===== src/rtl/key_pkg.sv =====
// Shared constants, FSM encoding and the priority helper for the key scanner.
package key_pkg;

  localparam int KEY_NUM    = 6;
  localparam int KEY_CODE_W = 4;

  typedef enum logic [1:0] {
    IDLE    = 2'd0,
    HOLD    = 2'd1,
    WAIT_UP = 2'd2
  } state_e;

  function automatic logic [KEY_CODE_W-1:0] lowest_idx(
    input logic [KEY_NUM-1:0] v
  );
    lowest_idx = '0;
    for (int i = KEY_NUM - 1; i >= 0; i--) begin
      if (v[i]) lowest_idx = KEY_CODE_W'(i);
    end
  endfunction

endpackage


===== src/rtl/key_debounce.sv =====
// One key channel: 2-flop synchronizer, tick-driven
// debounce counter and the accepted (stable) pressed level.
module key_debounce #(
  parameter int DEBOUNCE_MS = 20
) (
  input  logic clk,
  input  logic reset,
  input  logic tick,
  input  logic key_n,
  output logic stable
);

  logic       meta_q, meta_d;
  logic       sync_q, sync_d;
  logic [4:0] cnt_q, cnt_d;
  logic       stable_q, stable_d;
  logic       pressed;

  always_ff @(posedge clk or posedge reset) begin
    if (reset) begin
      meta_q   <= 1'b1;
      sync_q   <= 1'b1;
      cnt_q    <= '0;
      stable_q <= 1'b0;
    end else begin
      meta_q   <= meta_d;
      sync_q   <= sync_d;
      cnt_q    <= cnt_d;
      stable_q <= stable_d;
    end
  end

  assign pressed = ~sync_q;

  always_comb begin
    meta_d   = key_n;
    sync_d   = meta_q;
    stable_d = stable_q;
    cnt_d    = cnt_q;
    if (pressed == stable_q) begin
      cnt_d = '0;
    end else if (tick) begin
      // Accept on the DEBOUNCE_MS-th consecutive tick of the new level.
      if (cnt_q == 5'(DEBOUNCE_MS - 1)) begin
        stable_d = pressed;
        cnt_d    = '0;
      end else begin
        cnt_d = cnt_q + 5'd1;
      end
    end
  end

  assign stable = stable_q;

endmodule


===== src/rtl/key_scan.sv =====
// Six-key scanner: per-key debounce, shared tick, lowest-index
// priority and a press/hold/wait-for-release FSM.
module key_scan
  import key_pkg::*;
#(
  parameter int CLK_DIV     = 50000,
  parameter int DEBOUNCE_MS = 20
) (
  input  logic                  clk,
  input  logic                  reset,
  input  logic [KEY_NUM-1:0]    key_in,
  output logic                  key_vaild,
  output logic [KEY_CODE_W-1:0] key_code,
  output logic                  key_press,
  output logic                  key_release
);

  localparam int TICK_W = (CLK_DIV > 1) ? $clog2(CLK_DIV) : 1;

  logic [TICK_W-1:0] tick_cnt_q, tick_cnt_d;
  logic              tick;
  logic [KEY_NUM-1:0] stable;

  always_ff @(posedge clk or posedge reset) begin
    if (reset) tick_cnt_q <= '0;
    else       tick_cnt_q <= tick_cnt_d;
  end

  assign tick = (tick_cnt_q == TICK_W'(CLK_DIV - 1));

  always_comb begin
    tick_cnt_d = tick ? '0 : tick_cnt_q + TICK_W'(1);
  end

  for (genvar i = 0; i < KEY_NUM; i++) begin : g_key
    key_debounce #(
      .DEBOUNCE_MS(DEBOUNCE_MS)
    ) u_deb (
      .clk   (clk),
      .reset (reset),
      .tick  (tick),
      .key_n (key_in[i]),
      .stable(stable[i])
    );
  end

  state_e                state_q, state_d;
  logic                  vaild_q, vaild_d;
  logic [KEY_CODE_W-1:0] code_q, code_d;
  logic                  press_q, press_d;
  logic                  rel_q, rel_d;
  logic                  held;

  always_ff @(posedge clk or posedge reset) begin
    if (reset) begin
      state_q <= IDLE;
      vaild_q <= 1'b0;
      code_q  <= '0;
      press_q <= 1'b0;
      rel_q   <= 1'b0;
    end else begin
      state_q <= state_d;
      vaild_q <= vaild_d;
      code_q  <= code_d;
      press_q <= press_d;
      rel_q   <= rel_d;
    end
  end

  always_comb begin
    held = 1'b0;
    for (int i = 0; i < KEY_NUM; i++) begin
      if (code_q == KEY_CODE_W'(i)) held = stable[i];
    end
  end

  always_comb begin
    state_d = state_q;
    vaild_d = vaild_q;
    code_d  = code_q;
    press_d = 1'b0;
    rel_d   = 1'b0;
    unique case (state_q)
      IDLE: begin
        if (|stable) begin
          state_d = HOLD;
          code_d  = lowest_idx(stable);
          vaild_d = 1'b1;
          press_d = 1'b1;
        end
      end
      HOLD: begin
        if (!held) begin
          // Others still down: block re-press until all are up.
          state_d = (|stable) ? WAIT_UP : IDLE;
          vaild_d = 1'b0;
          rel_d   = 1'b1;
        end
      end
      WAIT_UP: begin
        if (stable == '0) state_d = IDLE;
      end
      default: begin
        state_d = IDLE;
        vaild_d = 1'b0;
      end
    endcase
  end

  assign key_vaild   = vaild_q;
  assign key_code    = code_q;
  assign key_press   = press_q;
  assign key_release = rel_q;

endmodule


===== config.mk =====
export PLATFORM = sky130hd
export DESIGN_NAME = key_scan
export DESIGN_NICKNAME = d
export VERILOG_FILES = /design/src/rtl/key_pkg.sv /design/src/rtl/key_debounce.sv /design/src/rtl/key_scan.sv
export SDC_FILE = /design/constraint.sdc
export NUM_CORES = 1
export LEC_CHECK = 0
export ABC_CLOCK_PERIOD_IN_PS = 3300
export BUFFER_PORTS_ARGS = -buffer_cell sky130_fd_sc_hd__buf_4
export CORE_MARGIN = 4
export CORE_UTILIZATION = 57
export DETAILED_ROUTE_END_ITERATION = 7
export GPL_TIMING_DRIVEN = 0
export PLACE_DENSITY = 0.87
export REMOVE_ABC_BUFFERS = 1
export SYNTH_ARGS = -nofsm -noshare
export SYNTH_HDL_FRONTEND = slang
export SYNTH_SLANG_ARGS = --single-unit
export TNS_END_PERCENT = 20

===== constraint.sdc =====
create_clock -name clk -period 3.3 [get_ports clk]
set_input_delay 0.165 -clock clk [delete_from_list [all_inputs] [get_ports clk]]
set_output_delay 0.165 -clock clk [all_outputs]
set_load 0.1 [all_outputs]

# Word-level counts from Yosys, hierarchy flattened
# Cells that the tools add are included.
# Widths: inputs -> output; s select.
[classes]
add_sub_neg = 7
n_eq_ne = 23
muxes = 43
bitwise_logic = 13
n_reduce_logical = 19
[ops]
columns = ["op", "n"]
rows = [
  ["$mux 5", 18],
  ["$add 5x1->5 const B", 6],
  ["$eq 5x5->1 const B", 6],
  ["$reduce_and 3->1", 8],
  ["$mux 4", 5],
  ["$add 16x1->16 const B", 1],
  ["$eq 16x16->1 const B", 1],
  ["$mux 16", 1],
  ["$not 1->1", 13],
  ["$mux 1", 12],
  ["$reduce_bool 2->1", 6],
  ["$eq 4x2->1 const B", 2],
  ["$eq 4x3->1 const B", 2],
  ["$mux 2", 4],
  ["$eq 1x1->1", 6],
  ["$logic_not 6->1", 1],
  ["$ne 2x2->1 const B", 3],
  ["$pmux 2 s3", 1],
  ["$reduce_or 6->1", 1],
  ["$eq 4x1->1 const B", 1],
  ["$logic_not 4->1", 1],
  ["$mux 3", 1],
  ["$pmux 1 s3", 1],
  ["$eq 2x1->1 const B", 1],
  ["other kinds (3)", 3],
]
[totals]
register_bits = 73
output_inout_bits = 7
elab_cells = 135

# Logic depth before layout (Yosys ltp)
[depth]
word_depth = 9
ltp_mapped = 8
mapped_depth_nobuf = 5

# By module
# A second synthesis with hierarchy kept.
[hier_totals]
hier_cells = 308
area_unflattened_um2 = 3389.5
[modules_own_cells]
columns = ["mod", "instances", "cells_per_inst", "area_each_um2"]
rows = [
  ["key_debounce", 6, 33, 371.6],
  ["key_scan", 1, 110, 1159.9],
]

# Worst setup path after synthesis
# No wires, ideal clock.
[synth_path]
path_type = "register -> register"
startpoint = "register tick_cnt_q[10]"
endpoint = "register g_key[1].u_deb.cnt_q[0]"
setup_ps = 78
arrival_ps = 2203
setup_slack_ps = 1020
stages_incl_launch_ff = 7
n_path_buf = 2
cell_sequence = "dfrtp_1 > or4b_1 > buf_2 > or4_4 > buf_6 > or3_1 > a21oi_1"
[synth_between]
elab_chain_cells = 2
[synth_rtl]
columns = ["element", "line_no", "source"]
rows = [
  ["from (decl)", "key_scan.sv:20", "logic [TICK_W-1:0] tick_cnt_q, tick_cnt_d;"],
  ["from (signal assigned)", "key_scan.sv:26", "else tick_cnt_q <= tick_cnt_d;"],
  ["$eq 16x16->1", "key_scan.sv:29", "assign tick = (tick_cnt_q == TICK_W'(CLK_DIV - 1));"],
  ["$reduce_bool 2->1 (no line)", "--", ""],
  ["to (signal assigned)", "key_debounce.sv:28", "cnt_q <= cnt_d;"],
  ["to (decl)", "key_debounce.sv:15", "logic [4:0] cnt_q, cnt_d;"],
]
# No other way between the ends.
# A chain may end at the register's enable or synchronous reset.

# Worst setup path after layout
[layout_path]
startpoint = "register tick_cnt_q[10]"
endpoint = "register g_key[2].u_deb.cnt_q[3]"
[layout_between]
elab_chain_cells = 2
[layout_rtl]
columns = ["element", "line_no"]
rows = [
  ["$eq 16x16->1", "key_scan.sv:29"],
  ["$reduce_bool 2->1 (no line)", "--"],
  ["to (signal assigned)", "key_debounce.sv:28"],
  ["to (decl)", "key_debounce.sv:15"],
]
# No other way between the ends.

==> key figures <==
Setup path
  • Worst stage delay on the critical path: 780 ps
  • Crit-path cells: or4b_1 > or4_4 > or3_1 > a21oi_1
  • Crit path max-delay family: simple AND/OR/NAND/NOR gates
  • WS Path Type: register to register
  • Critical Path RT: 3580 ps
  • Crit. End Element: register
  • Crit path buffers/inverters: 0
  • R2R Setup Slk: 750 ps
  • FF-to-FF Start: tick_cnt_q[10]
  • CP Max Fanout: 33
  • CP arrival: 2830 ps
  • Startpoint types: register
  • Critical Path Start: tick_cnt_q[10]
  • Critical path's slowest cell: or4_4

Floorplanning
  • Core ar.: 0.00564 mm^2
  • Die Y-Extent: 85.1 um
  • IO Pins: 15
  • Site Rows: 27
  • Die width: between 80 and 90 um
  • Die area: 0.00724 mm^2
  • Initial Utilization: 60.0%

Route
  • Detail Route Antenna Nets: 0
  • Wire per inst: about 15 um
  • Via density: 5.92
  • Via Count: 2500
  • Drt total wl: 6490 um
  • Detailed Routing Iterations Pass 1: 4
  • DRT iter0 DRCs: roughly 120
  • # DRC: 0

Placement
  • Post-DP HPWL: 4280 um
  • Quantity of I/O buffers inserted on ports: 13
  • DP Worst Slack: 754 ps
  • Inst Count DP: 400
  • Final Wtd Congestion: 0.812

STA
  • Worst slew pin tran: about 860 ps
  • Hold WS: -9.54 ps
  • Fin. max-slew vios: 0
  • Final setup viols: 0
  • Final period util: between 70 and 80%
  • Unrepaired setup endpoints after global routing: no
  • PnR worst setup slack: 745 ps
  • Slew headroom: 42.0%
  • Max Fclk: around 390 MHz
  • Min Tclk post-route: 2550 ps
  • Final Skew: 7.76 ps
  • Hold Vio Cnt, Final: 11

Global route
  • Antenna violations before repair: 0
  • Vias in the first global route: about 2500
  • Grt ovf: 0
  • Gr usage total: 20.0%
  • First-pass GRT wire length: between 10000 and 15000 um
  • Largest net degree at the start of global routing: 73

Synthesis
  • Syn Area/Cell: roughly 10 um^2
  • Mapped Area: 0.00339 mm^2
  • Yosys warning count: 0
  • Post-synth EDFFs: 0
  • Async SR Flop Fraction: 100%
  • Cell variety after synth: 42
  • Cells after synthesis: roughly 330
  • Seq/Total Area, Yosys: 53.6%
  • Synthesized flop and latch total: a little over 70
  • Synth top area share: 44.3%
  • Largest area contributor in the netlist: dfrtp_1
  • Synth Flop Type: dfrtp_1
  • Area contributors post-synth: dfrtp_1 44%, dfstp_2 9.3%, mux2i_1 4.7%

Clocking
  • Post-CTS Repair Setup Buffers: 0
  • CTS tree: done
  • CTS Buf Count: 9
  • Clock Tree Root: clkbuf_8
  • H-tree depth: 3
  • Clock slew at reported path FFs: 80 ps
  • Clock sinks: 72
  • Clock buffer depth: 2
  • Clk_lat worst skew: 360 ps

Power
  • Maximum VDD drop: 253 uV
  • Leak pwr: approximately 1.6 nW
  • PwrDens: approximately 420 mW/mm^2

Outcome
  • Failing checks: hold timing
  • Outcome: finished with violations

Final layout
  • # diodes: 0
  • Share of cells above drive strength 1: between 10% and 20%
  • Synthesis-to-finish area growth: 11.9%
  • Fin nets: 360
  • Post-route insts no fill: 422

Min path
  • Hold Path Class: input port to asynchronous set/reset pin

Run
  • Max-cap violation count: 0
what timing repair did:
item / in CTS / in global routing
hold buffers: 6 / 0
endpoints found under the hold margin: 6 / 0
endpoints found under the setup margin: 0 / 0
resized for setup: 0 / 0
cell families (layout without fill, tap and decap cells):
group / count (synthesis) / count (layout) / share of synthesized area, %
adder cells (fa/ha/maj): 7 / 7 / 2.59
multiplexers: 18 / 18 / 5.73
XOR/XNOR: 19 / 19 / 4.91
AND/OR/NAND/NOR: 141 / 141 / 22.4
buffers and inverters: 20 / 45 / 2.62
AO/OA/AOI/OAI: 47 / 47 / 7.98
flip-flops: 72 / 72 / 53.6
other: 1 / 1 / 0.111
worst register-to-register path, stage by stage (launching register included):
cell and delay, ps:
dfrtp_1 440, or4b_1 690, or4_4 780, or3_1 410, a21oi_1 170
cells in the mapped netlist, types with 2 or more instances:
cell type and instances:
dfrtp_1 60, nand2_1 35, nor2_1 31, a21oi_1 22, mux2i_1 16, xor2_1 15
nand3b_1 14, dfstp_2 12, nand3_1 12, or3_1 11, nand4_1 10, a31oi_1 8
clkbuf_1 8, inv_1 8, nor4_1 8, ha_1 7, nor4bb_1 5, o21ai_0 5
o31ai_1 4, xnor2_1 4, nor2b_1 3, nor3_1 3, o21ai_1 3, and4_1 2
buf_2 2
worst paths after layout:
check	endpoint	depth (start not counted)
min reg2reg	g_key[3].u_deb.sync_q	0
max	g_key[2].u_deb.cnt_q[3]	4
max reg2reg	g_key[2].u_deb.cnt_q[3]	4
max in group asynchronous	tick_cnt_q[7]	2
min	g_key[5].u_deb.cnt_q[2]	2
min in group clk	g_key[3].u_deb.sync_q	0
area by class of cell:
type / instances / area, um^2
Clock buffer: 10 / 138
Inverter: 8 / 32.5
Fill cell: 421 / 1850
Multi-Input combinational cell: 233 / 1490
Clock inverter: 6 / 51.3
Timing Repair Buffer: 21 / 173
Sequential cell: 72 / 1820
Tap cell: 72 / 90.1
layer usage:
metal / vias up / track usage, % / wire, um
li1: 1206 / - / -
met1: 1229 / 24.8 / 2810
met3: 17 / 5.92 / 238
met4: 0 / 8.49 / 169
met2: 48 / 32.5 / 3270
met5: - / 0 / 0
cell usage in the layout (no fill, tap or decap), types with 5 or more instances in the layout:
| master | instances |
|---|---|
| dfrtp_1 | 60 |
| nand2_1 | 35 |
| nor2_1 | 31 |
| a21oi_1 | 22 |
| mux2i_1 | 16 |
| xor2_1 | 15 |
| buf_4 | 15 |
| nand3b_1 | 14 |
| nand3_1 | 12 |
| dfstp_2 | 12 |
| or3_1 | 11 |
| nand4_1 | 10 |
| clkbuf_8 | 10 |
| a31oi_1 | 8 |
| nor4_1 | 7 |
| inv_1 | 7 |
| ha_1 | 7 |
| dlygate4sd3_1 | 6 |
| nor4bb_1 | 5 |
| o21ai_0 | 5 |
state kept, by name (all words and copies together) (netlist names), 2 cells and up:
| name | count |
|---|---|
| g_key.u_deb.cnt_q | 30 |
| key_code | 3 |
| g_key.u_deb.stable | 6 |
| tick_cnt_q | 16 |
| state_q | 2 |
| g_key.u_deb.sync_q | 6 |
| g_key.u_deb.meta_q | 6 |
power by group:
group	internal [mW]	switching (mW)
clock	0.302	0.354
sequential	0.895	0.00395
combinational	0.0119	0.0289
total	1.21	0.387
per-stage QoR:
step                      TNS (ps)  total power [mW]  utilization, %  cell area [um^2]  hold WS, ps
final                            0              1.60            67.2              3790        -9.54
after global routing             0              1.66            67.2              3790         50.4
after CTS                        0              1.61            67.2              3790         7.74
after detailed placement         0             0.952            62.7              3540          274
after global placement      -15330             0.951            62.3              3520          273
after floorplan                  0             0.938               -              3330          169
Power figures use the tool's default switching activity.
